[config.mk]
export PLATFORM = sky130hd
export DESIGN_NAME = lcd_ctrl
export DESIGN_NICKNAME = d
export VERILOG_FILES = /design/src/rtl/lcd_pkg.sv /design/src/rtl/lcd_ctrl.sv
export SDC_FILE = /design/constraint.sdc
export NUM_CORES = 1
export LEC_CHECK = 0
export CELL_PAD_IN_SITES_DETAIL_PLACEMENT = 1
export CELL_PAD_IN_SITES_GLOBAL_PLACEMENT = 1
export CORE_ASPECT_RATIO = 1.4
export CORE_MARGIN = 5
export CORE_UTILIZATION = 44
export CTS_CLUSTER_DIAMETER = 50
export CTS_CLUSTER_SIZE = 10
export DETAILED_ROUTE_END_ITERATION = 10
export MAX_ROUTING_LAYER = met4
export PLACE_DENSITY_LB_ADDON = 0.1
export SLEW_MARGIN = 20
export SYNTH_ARGS = -nofsm -noshare
export SYNTH_HDL_FRONTEND = slang
export SYNTH_SLANG_ARGS = --single-unit
[constraint.sdc]
create_clock -name clk_i -period 6 [get_ports clk_i]
set_clock_uncertainty 0.05 [all_clocks]
set_input_delay 0.9 -clock clk_i [delete_from_list [all_inputs] [get_ports clk_i]]
set_output_delay 0.9 -clock clk_i [all_outputs]
set_load 0.1 [all_outputs]
[src/rtl/lcd_pkg.sv]
// Shared types and constants for the HD44780-style character LCD sequencer.
// LCD_AUTO_INIT_EN selects whether the power-up wait and init ROM are built in.
package lcd_pkg;

   localparam int CNT_W = 23;

   typedef enum logic [2:0] {
`ifdef LCD_AUTO_INIT_EN
      PWRUP,
`endif
      LOAD,
      SETUP,
      PULSE,
      HOLD,
      WAIT,
      IDLE
   } lcd_state_e;

   localparam logic [7:0] LCD_CMD_CLEAR = 8'h01;
   localparam logic [7:0] LCD_CMD_HOME  = 8'h02;

`ifdef LCD_AUTO_INIT_EN
   // function set 8-bit/2-line, display on, clear, entry mode increment
   localparam logic [7:0] LCD_INIT_SEQ [4] = '{8'h38, 8'h0C, 8'h01, 8'h06};
`endif

   // Clear and both encodings of home need the long execution wait.
   function automatic logic is_long_cmd(input logic rs, input logic [7:0] data);
      return !rs && (data == LCD_CMD_CLEAR || data == LCD_CMD_HOME || data == 8'h03);
   endfunction

endpackage

[src/rtl/lcd_ctrl.sv]
// Write-only HD44780 bus sequencer: valid/ready byte requests in, RS/RW/EN/DATA out.
// Define LCD_AUTO_INIT_EN to run the power-up wait and init ROM after every reset.
module lcd_ctrl
   import lcd_pkg::*;
#(
   parameter int SETUP_CYC      = 4,
   parameter int EN_HIGH_CYC    = 25,
   parameter int HOLD_CYC       = 25,
   parameter int CMD_WAIT_CYC   = 2000,
   parameter int CLR_WAIT_CYC   = 82000,
   parameter int PWRUP_WAIT_CYC = 2000000
) (
   input  logic       clk_i,
   input  logic       rst_i,
   input  logic       req_valid_i,
   output logic       req_ready_o,
   input  logic       req_rs_i,
   input  logic [7:0] req_data_i,
   output logic       init_done_o,
   output logic       busy_o,
   output logic [7:0] lcd_data_o,
   output logic       lcd_rw_o,
   output logic       lcd_rs_o,
   output logic       lcd_en_o,
   output logic       lcd_on_o
);

   // Handshake: a request transfers on a cycle where req_valid_i && req_ready_o are
   // both high; req_ready_o is high only in IDLE after init, inputs are sampled only then.

   localparam logic [CNT_W-1:0] SETUP_LD = CNT_W'(SETUP_CYC - 1);
   localparam logic [CNT_W-1:0] EN_LD    = CNT_W'(EN_HIGH_CYC - 1);
   localparam logic [CNT_W-1:0] HOLD_LD  = CNT_W'(HOLD_CYC - 1);
   localparam logic [CNT_W-1:0] CMD_LD   = CNT_W'(CMD_WAIT_CYC - 1);
   localparam logic [CNT_W-1:0] CLR_LD   = CNT_W'(CLR_WAIT_CYC - 1);
`ifdef LCD_AUTO_INIT_EN
   localparam logic [CNT_W-1:0] RST_CNT   = CNT_W'(PWRUP_WAIT_CYC - 1);
   localparam lcd_state_e       RST_STATE = PWRUP;
`else
   localparam logic [CNT_W-1:0] RST_CNT   = '0;
   localparam lcd_state_e       RST_STATE = IDLE;
`endif

   lcd_state_e       state, state_nxt;
   logic [CNT_W-1:0] cnt, cnt_nxt;
   logic             init_done_q, done_nxt;
   logic             accept;
   logic             req_rs_q;
   logic [7:0]       req_data_q;
   logic             lcd_rs_q, lcd_en_q, lcd_on_q;
   logic [7:0]       lcd_data_q;
`ifdef LCD_AUTO_INIT_EN
   logic [1:0]       idx, idx_nxt;
`endif

   always_comb begin
      state_nxt = state;
      cnt_nxt   = (cnt == '0) ? cnt : cnt - 1'b1;
      done_nxt  = init_done_q;
      accept    = 1'b0;
`ifdef LCD_AUTO_INIT_EN
      idx_nxt   = idx;
`else
      done_nxt  = 1'b1;
`endif
      case (state)
`ifdef LCD_AUTO_INIT_EN
         PWRUP: if (cnt == '0) begin
            state_nxt = LOAD;
            idx_nxt   = '0;
         end
`endif
         IDLE: if (req_valid_i && req_ready_o) begin
            state_nxt = LOAD;
            accept    = 1'b1;
         end
         LOAD: begin
            state_nxt = SETUP;
            cnt_nxt   = SETUP_LD;
         end
         SETUP: if (cnt == '0) begin
            state_nxt = PULSE;
            cnt_nxt   = EN_LD;
         end
         PULSE: if (cnt == '0) begin
            state_nxt = HOLD;
            cnt_nxt   = HOLD_LD;
         end
         // The bus registers still hold the byte just written, so they pick the wait.
         HOLD: if (cnt == '0) begin
            state_nxt = WAIT;
            cnt_nxt   = is_long_cmd(lcd_rs_q, lcd_data_q) ? CLR_LD : CMD_LD;
         end
         WAIT: if (cnt == '0) begin
`ifdef LCD_AUTO_INIT_EN
            if (!init_done_q && idx != 2'd3) begin
               idx_nxt   = idx + 1'b1;
               state_nxt = LOAD;
            end else begin
               state_nxt = IDLE;
               done_nxt  = 1'b1;
            end
`else
            state_nxt = IDLE;
`endif
         end
         default: state_nxt = RST_STATE;
      endcase
   end

   always_ff @(posedge clk_i) begin
      if (rst_i) begin
         state       <= RST_STATE;
         cnt         <= RST_CNT;
         init_done_q <= 1'b0;
         req_rs_q    <= 1'b0;
         req_data_q  <= 8'h00;
         lcd_rs_q    <= 1'b0;
         lcd_data_q  <= 8'h00;
         lcd_en_q    <= 1'b0;
         lcd_on_q    <= 1'b0;
`ifdef LCD_AUTO_INIT_EN
         idx         <= '0;
`endif
      end else begin
         state       <= state_nxt;
         cnt         <= cnt_nxt;
         init_done_q <= done_nxt;
         lcd_en_q    <= (state_nxt == PULSE);
         lcd_on_q    <= 1'b1;
`ifdef LCD_AUTO_INIT_EN
         idx         <= idx_nxt;
`endif
         if (accept) begin
            req_rs_q   <= req_rs_i;
            req_data_q <= req_data_i;
         end
         if (state == LOAD) begin
`ifdef LCD_AUTO_INIT_EN
            if (!init_done_q) begin
               lcd_rs_q   <= 1'b0;
               lcd_data_q <= LCD_INIT_SEQ[idx];
            end else begin
               lcd_rs_q   <= req_rs_q;
               lcd_data_q <= req_data_q;
            end
`else
            lcd_rs_q   <= req_rs_q;
            lcd_data_q <= req_data_q;
`endif
         end
      end
   end

   assign req_ready_o = (state == IDLE) && init_done_q;
   assign busy_o      = ~req_ready_o;
   assign init_done_o = init_done_q;
   assign lcd_data_o  = lcd_data_q;
   assign lcd_rs_o    = lcd_rs_q;
   assign lcd_en_o    = lcd_en_q;
   assign lcd_on_o    = lcd_on_q;
   assign lcd_rw_o    = 1'b0;

   // A zero-length phase would underflow the shared counter.
   param_min_a: assert property (@(posedge clk_i)
      (SETUP_CYC >= 1) && (EN_HIGH_CYC >= 1) && (HOLD_CYC >= 1) &&
      (CMD_WAIT_CYC >= 1) && (CLR_WAIT_CYC >= 1) && (PWRUP_WAIT_CYC >= 1))
      else $error("lcd_ctrl: all cycle parameters must be >= 1");

endmodule

Word level (Yosys, flattened, before mapping)
Index checks and enable logic that the tools add are counted.
Storage, ports and cells
  register bits after elaboration: 46
  bits of input ports: 12
  logic and storage cells: 42
Cells by class
  add/sub/neg operators: 1
  equal/unequal tests: 9
  multiplexer cells: 14
  bitwise gates (word level): 1
  reductions and logical operators: 9
Operators by type and width (number)
  23-bit 2-to-1 mux: 3
  23-bit case mux with 3 select lines: 1
  23-bit logical NOT: 1
  23-bit by 1-bit subtractor with 23-bit output, second input constant: 1
  3-bit case mux with 6 select lines: 1
  17-bit 2-to-1 mux: 1
  8-bit by 2-bit == test with 1-bit output, second input constant: 2
  3-bit 2-to-1 mux: 5
  3-bit by 2-bit == test with 1-bit output, second input constant: 3
  8-bit by 1-bit == test with 1-bit output, second input constant: 1
  3-bit == test, second input constant: 2
  3-bit by 1-bit == test with 1-bit output, second input constant: 1
  1-bit logical AND: 3
  3-bit logical NOT: 1
  1-bit 2-to-1 mux: 3
  1-bit logical OR: 2
  2-bit OR reduction: 1
  1-bit logical NOT: 1
  1-bit inverter: 1

Depth between registers and ports, before layout
  depth in word-level cells: 7
  mapped depth: 15
  gate-level depth less buffers: 12

Worst setup path after synthesis
No wires, ideal clock.
  kind: register to output
  from: reg lcd_on_o (netlist name)
  to: out busy_o
  data arrival time: 2.592 ns
  required time: 5.050 ns
  setup slack: 2.458 ns
  stages on the path, launching flop included: 3
  buffers on the path: 0
  path through: dfxtp_1 and3_1 inv_1
RTL lines
  to (decl): line lcd_ctrl.sv:20  | output logic busy_o,

Worst setup path after layout
  from: reg state[0]
  to: out req_ready_o
On the way
  word-level cells in the longest chain between the ends: 2
Ends and longest elaborated chain
  from (decl): line lcd_ctrl.sv:44  | lcd_state_e state, state_nxt;
  from (signal assigned): line lcd_ctrl.sv:126  | state <= state_nxt;
  3-bit == test: line lcd_ctrl.sv:155  | assign req_ready_o = (state == IDLE) && init_done_q;
  1-bit logical AND: line lcd_ctrl.sv:155
  to (decl): line lcd_ctrl.sv:16  | output logic req_ready_o,
Every way passes these cells.

==> impl_metrics.env <==
export IMPL_outcome="complete, no violations"
export IMPL_internal_power_mw=0.8055
export IMPL_start_kind="flip-flop"
export IMPL_firstDrtPassIters=4
export IMPL_finalWorstSetupSlack_ns=2.557
export IMPL_hold_slack_ns=0.3962
export IMPL_drv_slew=0
export IMPL_drive_above_1_share=0.07258
export IMPL_avgViaCountPerCell=5.529
export IMPL_rsz0062_at_grt="false"
export IMPL_slew_limit_headroom=0.3419
export IMPL_synth_top_cell_area_share=0.4407
export IMPL_row_count=29
export IMPL_dp_hpwl_mm=3.657
export IMPL_hp_class="reg -> reg"
export IMPL_cts_clk_slew_worst_paths_ns=0.09
export IMPL_synth_nets=245
export IMPL_drv_cap=0
export IMPL_finalSetupTns_ns=0
export IMPL_switchingPower_mw=0.5933
export IMPL_p_leak_nw=0.9093
export IMPL_layout_min_cycle_time_ns=3.443
export IMPL_drc=0
export IMPL_area_growth_pct=18.44
export IMPL_synth_area_leaders="dfxtp_1 (44%), mux2i_1 (4.3%), nor2_1 (4.0%), a21oi_1 (3.8%), a22o_1 (3.8%)"
export IMPL_die_h_um=91.54
export IMPL_dieArea_um2=6246
export IMPL_worstPathMaxFanout=11
export IMPL_final_hold_viol_count=0
export IMPL_ys_seq_area_frac=0.4407
export IMPL_synthXorXnorAreaFrac=0.02515
export IMPL_path_class="reg -> out"
export IMPL_antenna_found_initial=0
export IMPL_diodes=0
export IMPL_htreeDepth=2
export IMPL_core_area_um2=4572
export IMPL_cts_tree="done"
export IMPL_cts_buffers=5
export IMPL_fin_nets=262
export IMPL_num_fill_cells=549
export IMPL_die_w_um=68.24
export IMPL_fmax_ghz=0.2905
export IMPL_required_ns=5.05
export IMPL_cp_end_kind="primary output"
export IMPL_async_flop_share=0
export IMPL_synth_compound_gate_area_share=0.2162
export IMPL_grt_max_degree=16
export IMPL_pre_cts_ws_ns=2.837
export IMPL_synth_top_flop_cell="dfxtp_1"
export IMPL_start_util=0.4570
export IMPL_pwr_density_cell_nw_per_um2=565.2
export IMPL_synthMuxAreaShare=0.04850
export IMPL_syn_avg_cell_area_um2=9.085
export IMPL_worst_ir_drop_vdd_uv=267.7
export IMPL_fin_cells=310
export IMPL_timing_final_crit_share=0.5738
export IMPL_post_cts_buffers=0
export IMPL_yosysTopAreaCell="dfxtp_1"
export IMPL_ys_seq_elements=46
export IMPL_routed_wl_mm=4.904
export IMPL_utilization=0.5413
export IMPL_gp_congestion=0.8458
export IMPL_grt_use_total=0.1760
export IMPL_synth_edf_count=0
export IMPL_syn_area_um2=2090
export IMPL_grt_pass1_wl_mm=8.411
export IMPL_cts_repair_resized=0
export IMPL_synth_top_family_by_area="compound AO/OA/AOI/OAI gates"
export IMPL_grt_pass1_vias=1736
export IMPL_grt_ovfl_total=0
export IMPL_worst_ep_arrival_time_ns=2.49
export IMPL_pwr_share_clk=0.200
export IMPL_worstMarginPinSlew_ns=0.9841
export IMPL_seq_power_share=0.331
export IMPL_drt_initial_drc_count=64
export IMPL_synth_simple_area_share=0.1928
export IMPL_clock_sinks=46
export IMPL_port_buffer_count=25
export IMPL_clock_root_buffer="clkbuf_8"
export IMPL_synth_adder_area_share=0.01796
export IMPL_swShare=0.4242
export IMPL_dp_cells=302
export IMPL_vias=1714
export IMPL_insertion_delay_ns=0.29
export IMPL_hold_buffers=0
export IMPL_cts_buffer_depth=2
export IMPL_setup_viol_count_final=0
export IMPL_synth_distinct_cells=47
export IMPL_yosysWarnings=0
export IMPL_wl_per_cell_um=15.82
export IMPL_drtAntennaViolNets=0
export IMPL_power_frac_comb=0.469
export IMPL_ios=27
export IMPL_synthCells=230
==> final timing paths <==
path | startpoint | slack, ns | end | cells past startpoint
min | cnt[22] | 0.40 | cnt[22] | 1
max | state[0] | 2.56 | req_ready_o | 3
min reg2reg | cnt[22] | 0.40 | cnt[22] | 1
max reg2reg | cnt[0] | 2.86 | cnt[0] | 12
==> cells in the final DEF (no fill, tap or decap), drive strengths merged, types with 2 or more instances in the layout <==
| master | n |
|---|---|
| xnor2 | 2 |
| or4 | 6 |
| a31oi | 4 |
| nand2b | 2 |
| o21ai | 15 |
| nor2 | 23 |
| o211ai | 4 |
| nor4 | 4 |
| or2 | 2 |
| or3 | 6 |
| mux2i | 9 |
| dfxtp | 46 |
| a211oi | 2 |
| clkdlybuf4s50 | 25 |
| and3 | 2 |
| inv | 8 |
| ha | 3 |
| xor2 | 4 |
| nand2 | 11 |
| nor2b | 2 |
| bufinv | 2 |
| o41ai | 2 |
| nand3 | 3 |
| nor3 | 9 |
| clkbuf | 6 |
| o31ai | 5 |
| a21oi | 16 |
| a21boi | 5 |
| a22o | 9 |
==> through the flow <==
step / total power [mW] / instance area, µm²
4_1_cts: 1.413 / 2471
3_3_place_gp: 1.110 / 2328
3_5_place_dp: 1.124 / 2328
5_1_grt: 1.511 / 2475
2_1_floorplan: 1.013 / 2090
6_report: 1.399 / 2475
==> synth_stat cells, types with 2 or more instances <==
cell / number
buf_6: 3
nand2b_1: 2
nor4_1: 4
nor2b_1: 2
nand3_1: 3
buf_2: 2
o41ai_1: 2
and3_1: 2
or4_1: 5
o21ai_0: 13
or2_2: 2
inv_1: 7
o211ai_1: 4
or3_1: 6
a22o_1: 9
dfxtp_1: 46
a31oi_1: 4
a21boi_1: 2
nand2_1: 11
a21oi_1: 16
mux2i_1: 9
xor2_1: 4
ha_1: 3
nor3_1: 9
xnor2_1: 2
a211oi_1: 2
o31ai_1: 5
nor2_1: 22
clkbuf_1: 8
a21boi_0: 3
buf_4: 2
==> sequential cells by signal, summed over array words and instances, names as in the netlist <==
register / cells
lcd_en_o: 1
cnt: 23
req_rs_q: 1
lcd_on_o: 1
lcd_data_o: 8
req_data_q: 8
lcd_rs_o: 1
state: 3
==> worst max-delay path, stage by stage, from the launching register on <==
cell and delay (ns):
dfxtp_1 0.55, nor2b_1 0.28, and3_1 0.23, clkdlybuf4s50_1 1.15
==> cell type report <==
class / instances / area (µm²) / share of cell area
repair buffers: 25 / 250.2 / 0.1011
clock buffers: 6 / 82.58 / 0.03337
clock inverters: 2 / 60.06 / 0.02427
multi-input cells: 161 / 1054 / 0.4257
well taps: 62 / 77.57 / 0.03134
flip-flops and latches: 46 / 920.9 / 0.3721
inverters: 8 / 30.03 / 0.01213
==> kinds of logic after synthesis <==
group                      count (synthesis)
DFF                                       46
xor gates and xnor gates                   6
muxes                                     10
AOI/OAI and AO/OA                         67
adders and majority gates                  3
buffers and inverters                     23
other                                      1
and+or+nand+nor                           74
==> routing by layer <==
metal,share of wire,GRT usage,vias to the layer above
li1,-,-,864
met1,0.45,0.2120,814
met2,0.51,0.2912,29
met3,0.026,0.03580,7
met4,0.013,0.04809,0
met5,0,-,-
==> power groups by stage <==
stage	registers [mW]	logic [mW]	clock network (mW)
2_1_floorplan	0.447	0.567	0
3_3_place_gp	0.467	0.643	0
3_5_place_dp	0.470	0.653	0
4_1_cts	0.463	0.665	0.286
5_1_grt	0.477	0.733	0.301
6_report	0.463	0.656	0.279
(Power assumes the default switching activity.)
